`src/rtl/mips_muldiv_unit.sv`:
```
// MIPS HI/LO multiply/divide unit: iterative radix-2 shift-add multiply and restoring divide.
// Optional MIPS_MULDIV_FAST_MUL_EN makes MULT/MULTU single-cycle combinational; divide stays iterative.
module mips_muldiv_unit #(
  parameter int WIDTH = 32
) (
  input  logic             clk,
  input  logic             reset,
  input  logic             start,
  input  logic [2:0]       op,
  input  logic [WIDTH-1:0] op_a,
  input  logic [WIDTH-1:0] op_b,
  output logic             busy,
  output logic             done,
  output logic [WIDTH-1:0] hi,
  output logic [WIDTH-1:0] lo
);

  localparam int CW = $clog2(WIDTH);
  localparam logic [CW-1:0] LAST_STEP = CW'(WIDTH - 1);

  localparam logic [2:0] OP_MULT  = 3'b000;
  localparam logic [2:0] OP_MULTU = 3'b001;
  localparam logic [2:0] OP_DIV   = 3'b010;
  localparam logic [2:0] OP_DIVU  = 3'b011;
  localparam logic [2:0] OP_MTHI  = 3'b100;
  localparam logic [2:0] OP_MTLO  = 3'b101;

  typedef enum logic [1:0] {IDLE, CALC, FINISH} state_t;

  state_t           state_q, state_d;
  logic [CW-1:0]    count_q, count_d;
  logic             is_div_q, is_div_d;
  logic             neg_main_q, neg_main_d;
  logic             neg_rem_q, neg_rem_d;
  logic             dz_q, dz_d;
  logic [WIDTH-1:0] acc_q, acc_d;
  logic [WIDTH-1:0] sh_q, sh_d;
  logic [WIDTH-1:0] mcand_q, mcand_d;
  logic [WIDTH-1:0] hi_q, hi_d;
  logic [WIDTH-1:0] lo_q, lo_d;
  logic             done_q, done_d;

  logic             op_signed;
  logic             sign_a;
  logic             sign_b;
  logic [WIDTH-1:0] abs_a;
  logic [WIDTH-1:0] abs_b;
  logic [WIDTH:0]   mul_sum;
  logic [WIDTH:0]   div_shift;
  logic             div_borrow;
  logic [WIDTH-1:0] div_diff;
  logic [2*WIDTH-1:0] product;
  logic [2*WIDTH-1:0] prod_fix;
  logic [WIDTH-1:0] quo_fix;
  logic [WIDTH-1:0] rem_fix;

  assign op_signed = (op == OP_MULT) || (op == OP_DIV);
  assign sign_a    = op_signed && op_a[WIDTH-1];
  assign sign_b    = op_signed && op_b[WIDTH-1];
  assign abs_a     = sign_a ? -op_a : op_a;
  assign abs_b     = sign_b ? -op_b : op_b;

  // Datapath works on magnitudes; signs are reapplied once in FINISH.
  assign mul_sum    = {1'b0, acc_q} + (sh_q[0] ? {1'b0, mcand_q} : '0);
  assign div_shift  = {acc_q, sh_q[WIDTH-1]};
  assign div_borrow = div_shift < {1'b0, mcand_q};
  assign div_diff   = div_shift[WIDTH-1:0] - mcand_q;

  assign product  = {acc_q, sh_q};
  assign prod_fix = neg_main_q ? -product : product;
  assign quo_fix  = dz_q ? '1 : (neg_main_q ? -sh_q : sh_q);
  assign rem_fix  = neg_rem_q ? -acc_q : acc_q;

`ifdef MIPS_MULDIV_FAST_MUL_EN
  logic [2*WIDTH-1:0] ext_a;
  logic [2*WIDTH-1:0] ext_b;
  logic [2*WIDTH-1:0] fast_prod;

  assign ext_a     = {{WIDTH{sign_a}}, op_a};
  assign ext_b     = {{WIDTH{sign_b}}, op_b};
  assign fast_prod = ext_a * ext_b;
`endif

  always_comb begin
    state_d    = state_q;
    count_d    = count_q;
    is_div_d   = is_div_q;
    neg_main_d = neg_main_q;
    neg_rem_d  = neg_rem_q;
    dz_d       = dz_q;
    acc_d      = acc_q;
    sh_d       = sh_q;
    mcand_d    = mcand_q;
    hi_d       = hi_q;
    lo_d       = lo_q;
    done_d     = 1'b0;

    case (state_q)
      IDLE: begin
        if (start) begin
          case (op)
            OP_MTHI: begin
              hi_d   = op_a;
              done_d = 1'b1;
            end
            OP_MTLO: begin
              lo_d   = op_a;
              done_d = 1'b1;
            end
            OP_MULT, OP_MULTU: begin
`ifdef MIPS_MULDIV_FAST_MUL_EN
              hi_d   = fast_prod[2*WIDTH-1:WIDTH];
              lo_d   = fast_prod[WIDTH-1:0];
              done_d = 1'b1;
`else
              state_d    = CALC;
              count_d    = '0;
              is_div_d   = 1'b0;
              neg_main_d = sign_a ^ sign_b;
              neg_rem_d  = 1'b0;
              dz_d       = 1'b0;
              acc_d      = '0;
              sh_d       = abs_b;
              mcand_d    = abs_a;
`endif
            end
            OP_DIV, OP_DIVU: begin
              state_d    = CALC;
              count_d    = '0;
              is_div_d   = 1'b1;
              neg_main_d = sign_a ^ sign_b;
              neg_rem_d  = sign_a;
              dz_d       = (op_b == '0);
              acc_d      = '0;
              sh_d       = abs_a;
              mcand_d    = abs_b;
            end
            default: ;
          endcase
        end
      end
      CALC: begin
        if (is_div_q) begin
          acc_d = div_borrow ? div_shift[WIDTH-1:0] : div_diff;
          sh_d  = {sh_q[WIDTH-2:0], ~div_borrow};
        end else begin
          acc_d = mul_sum[WIDTH:1];
          sh_d  = {mul_sum[0], sh_q[WIDTH-1:1]};
        end
        count_d = count_q + CW'(1);
        if (count_q == LAST_STEP) begin
          state_d = FINISH;
        end
      end
      FINISH: begin
        if (is_div_q) begin
          hi_d = rem_fix;
          lo_d = quo_fix;
        end else begin
          hi_d = prod_fix[2*WIDTH-1:WIDTH];
          lo_d = prod_fix[WIDTH-1:0];
        end
        done_d  = 1'b1;
        state_d = IDLE;
      end
      default: state_d = IDLE;
    endcase
  end

  always_ff @(posedge clk) begin
    if (reset) begin
      state_q    <= IDLE;
      count_q    <= '0;
      is_div_q   <= 1'b0;
      neg_main_q <= 1'b0;
      neg_rem_q  <= 1'b0;
      dz_q       <= 1'b0;
      acc_q      <= '0;
      sh_q       <= '0;
      mcand_q    <= '0;
      hi_q       <= '0;
      lo_q       <= '0;
      done_q     <= 1'b0;
    end else begin
      state_q    <= state_d;
      count_q    <= count_d;
      is_div_q   <= is_div_d;
      neg_main_q <= neg_main_d;
      neg_rem_q  <= neg_rem_d;
      dz_q       <= dz_d;
      acc_q      <= acc_d;
      sh_q       <= sh_d;
      mcand_q    <= mcand_d;
      hi_q       <= hi_d;
      lo_q       <= lo_d;
      done_q     <= done_d;
    end
  end

  assign busy = (state_q != IDLE);
  assign done = done_q;
  assign hi   = hi_q;
  assign lo   = lo_q;

endmodule

```
`config.mk`:
```
export PLATFORM = sky130hd
export DESIGN_NAME = mips_muldiv_unit
export DESIGN_NICKNAME = d
export VERILOG_FILES = /design/src/rtl/mips_muldiv_unit.sv
export SDC_FILE = /design/constraint.sdc
export NUM_CORES = 1
export LEC_CHECK = 0
export BUFFER_PORTS_ARGS = -buffer_cell sky130_fd_sc_hd__buf_2
export CAP_MARGIN = 40
export CORE_MARGIN = 5
export CORE_UTILIZATION = 54
export CTS_BUF_LIST = sky130_fd_sc_hd__clkbuf_16
export DETAILED_ROUTE_END_ITERATION = 10
export PLACE_DENSITY = 0.84
export SETUP_SLACK_MARGIN = 0.5
export SLEW_MARGIN = 5
export SYNTH_ARGS = -nofsm -noshare
export SYNTH_HDL_FRONTEND = slang
export SYNTH_SLANG_ARGS = --single-unit
export TNS_END_PERCENT = 20
```
`constraint.sdc`:
```
create_clock -name clk -period 3.1 [get_ports clk]
set_input_delay 0.465 -clock clk [delete_from_list [all_inputs] [get_ports clk]]
set_output_delay 0.465 -clock clk [all_outputs]
set_load 0.01 [all_outputs]
```
==> run summary <==
Final routed DRC violation total = 0
Post-Layout Inst Area = 18710 um2
Setup CP Type = reg -> reg
Aggregate global routing overflow = 0
DP Area = 16610 um2
CTS clk-pin slew, worst paths = 0.10 ns
Place WS = -0.1558 ns
Share of layout cells above drive strength 1 = 0.2764
Vias in the first global route = 16130
Worst path bufs/invs = 2
Fin. Hold Viols = 0
Family with the most delay on the worst path = compound AO/OA/AOI/OAI gates
Final setup violation count = 1
Clock group share of total power = 0.315
Cell count after synthesis = 1913
Crit-path max cell delay = 0.48 ns
Worst setup EP type = register
Routed vias = 17480
TritonCTS clock tree = built
Clk Latency, worst-skew pair = 0.47 ns
Global-route wire length before repair = 87.85 mm
Clock Sinks = 172
Net total in the final layout = 2315
Number of max-cap violations = 0
Syn_nets = 2055
Detail Route Antenna Nets = 0
Hold path start = reset
Worst-margin pin slew = 0.8190 ns
WHS Endpoint = mcand_q[6]$_SDFFE_PP0P_
Dominant synthesized flop cell = dfxtp_1
Pwr/cell area = 372.8 nW/um2
I/O pin cnt = 136
Root Driver = clkbuf_16
Leading cell type in the layout, fill and taps excluded = buf_4
Drt pass-1 iters = 7
Vias per cell = 6.917
Die X = 173.9 um
Die area = 30240 um2
R2r startpoint = mcand_q[4]$_SDFFE_PP0P_
R2r setup slk = -0.02 ns
Cell-internal power = 4.383 mW
Post-DP HPWL = 41.76 mm
CP max-delay cell = or4_4
Htree depth = 4
Combinational share of power = 0.337
Hold_ws = 0.4156 ns
Worst path arrival time = 3.45 ns
Hold Path Depth = 2
Fin Clk Skew = 0.03103 ns
Maximum clock frequency = 0.3206 GHz
Register bit count reported by yosys = 172
Ys async rst share = 0
Crit path max fanout = 5
Reg power frac = 0.349
Clk buf depth = 2
Core area = 26730 um2
PortBufs = 135
Net Switching = 2.592 mW
Switching part of the total = 0.3716
Mapped cell area = 14510 um2
Hold WC Path Type = in -> reg
Library cells used by synthesis = 75
FP Rows = 60
Tot GR Track Use = 0.3611
Violated checks = setup timing
EDFF count, synth = 0
Initial antenna violation count = 0
Post-Syn Area per Cell = 7.583 um2
Worst setup margin = -0.01900 ns
Area occupied by registers = 3475 um2
Routed wire per std cell = 24.00 um
Status = finished, violations left
Worst R2R Path Depth = 12
Layout area overhead = 28.98%
Reg2reg end = acc_q[4]$_SDFFE_PP0P_
Worst Path Required = 3.43 ns
Syn. warnings = 0
Leakage = 7.777 nW
Max transition margin = 0.4540
Critical Path Start Type = register
Most frequent cells in the layout = buf_4, nor2_1, nand2_1, dfxtp_1
DRT iter0 DRCs = 2722
Sequential cell area fraction in the yosys report = 0.2374
Worst path cell trace = inv_2, ha_4, a21o_1, a31oi_1, a21oi_2, o2111ai_2, and3b_4, or4_4, buf_6, a21oi_1, a211oi_1, o41ai_1
Unrepaired setup endpoints after global routing = true
Multi-input logic area = 11370 um2
Largest net degree at the start of global routing = 67
Peak supply drop = 0.4604 mV
Final min period = 3.119 ns
Starting density of the core = 0.5428
TritonCTS Buffers = 17
Final Cycle Share = 1.006
Max Slew Vio Count = 0
Height of the die = 173.9 um
Fillers = 1924
Total wire length = 60.65 mm
RD Place Congestion = 1.054
synthesized netlist by cell type (35+ instances only):
master,count,share of area
mux2i_1,106,0.073
nor2_1,204,0.053
ha_1,70,0.060
xor2_1,79,0.048
a211oi_1,67,0.035
nand2_1,166,0.043
inv_1,65,0.017
clkbuf_1,113,0.029
xnor2_1,85,0.051
dfxtp_1,172,0.24
o21ai_0,117,0.040
o211ai_1,62,0.032
a221oi_1,35,0.021
a21oi_1,150,0.052
power groups by stage:
stage | Clock, mW | Combinational [mW] | Sequential, mW
after floorplan | 0 | 1.26 | 2.44
after global placement | 0 | 1.91 | 2.46
after detailed placement | 0 | 1.96 | 2.46
after CTS | 2.13 | 2.12 | 2.42
after global routing | 2.26 | 2.46 | 2.44
final | 2.19 | 2.35 | 2.43
cell families after synthesis:
logic type | Yosys count | share of synthesized area
AOI/OAI and AO/OA | 628 | 0.2862
and+or+nand+nor | 575 | 0.1874
buffers and inverters | 195 | 0.05296
DFF | 172 | 0.2374
xor gates and xnor gates | 164 | 0.09902
muxes | 107 | 0.07392
adders and majority gates | 72 | 0.06314
through the flow:
step / std cells / utilization / power, mW / TNS [ns]
2_1_floorplan: 1913 / - / 3.706 / 0
3_3_place_gp: 2436 / 0.6203 / 4.372 / -0.2445
3_5_place_dp: 2437 / 0.6213 / 4.421 / -0.7116
4_1_cts: 2504 / 0.6776 / 6.678 / 0
5_1_grt: 2526 / 0.7000 / 7.162 / -0.06086
6_report: 2527 / 0.7001 / 6.976 / -0.01900
state kept, by name (all words and copies together) (netlist names), 2 cells and up:
name and flops:
acc_q 32, state_q 2, mcand_q 32, count_q 5
hi 32, lo 32, sh_q 32
timing repair:
action	in CTS	in global routing
endpoints found under the setup margin	76	91
pin swaps	80	83
resized for setup	139	88
buffers inserted	34	21
hold buffers	0	0
cloned	2	1
layer usage:
metal  track usage  vias up  part of all wire
met5             0        -                 0
met4        0.1973        0             0.071
met3        0.1103      367              0.14
met2        0.5663     1427              0.43
met1        0.4438     8112              0.36
li1              -     7574                 -
worst max path at each step:
stage / start / to / depth (start not counted)
floorplan: acc_q[7]$_SDFFE_PP0P_ / acc_q[17]$_SDFFE_PP0P_ / 12
global placement: op_a[20] / mcand_q[31]$_SDFFE_PP0P_ / 10
detailed placement: sh_q[0]$_SDFFE_PP0P_ / acc_q[26]$_SDFFE_PP0P_ / 14
CTS: mcand_q[0]$_SDFFE_PP0P_ / acc_q[26]$_SDFFE_PP0P_ / 15
global route: mcand_q[12]$_SDFFE_PP0P_ / acc_q[4]$_SDFFE_PP0P_ / 12
finish: mcand_q[4]$_SDFFE_PP0P_ / acc_q[4]$_SDFFE_PP0P_ / 12
area by class of cell:
| class | count | area share |
|---|---|---|
| Clock inverter | 14 | 0.007490 |
| Inverter | 66 | 0.01364 |
| Multi-Input combinational cell | 1546 | 0.6075 |
| Sequential cell | 172 | 0.1857 |
| Timing Repair Buffer | 370 | 0.1400 |
| Antenna cell | 1 | 0.0001337 |
| Clock buffer | 17 | 0.02274 |
| Tap cell | 341 | 0.02280 |
No activity file was read; power rests on OpenSTA's default activity.
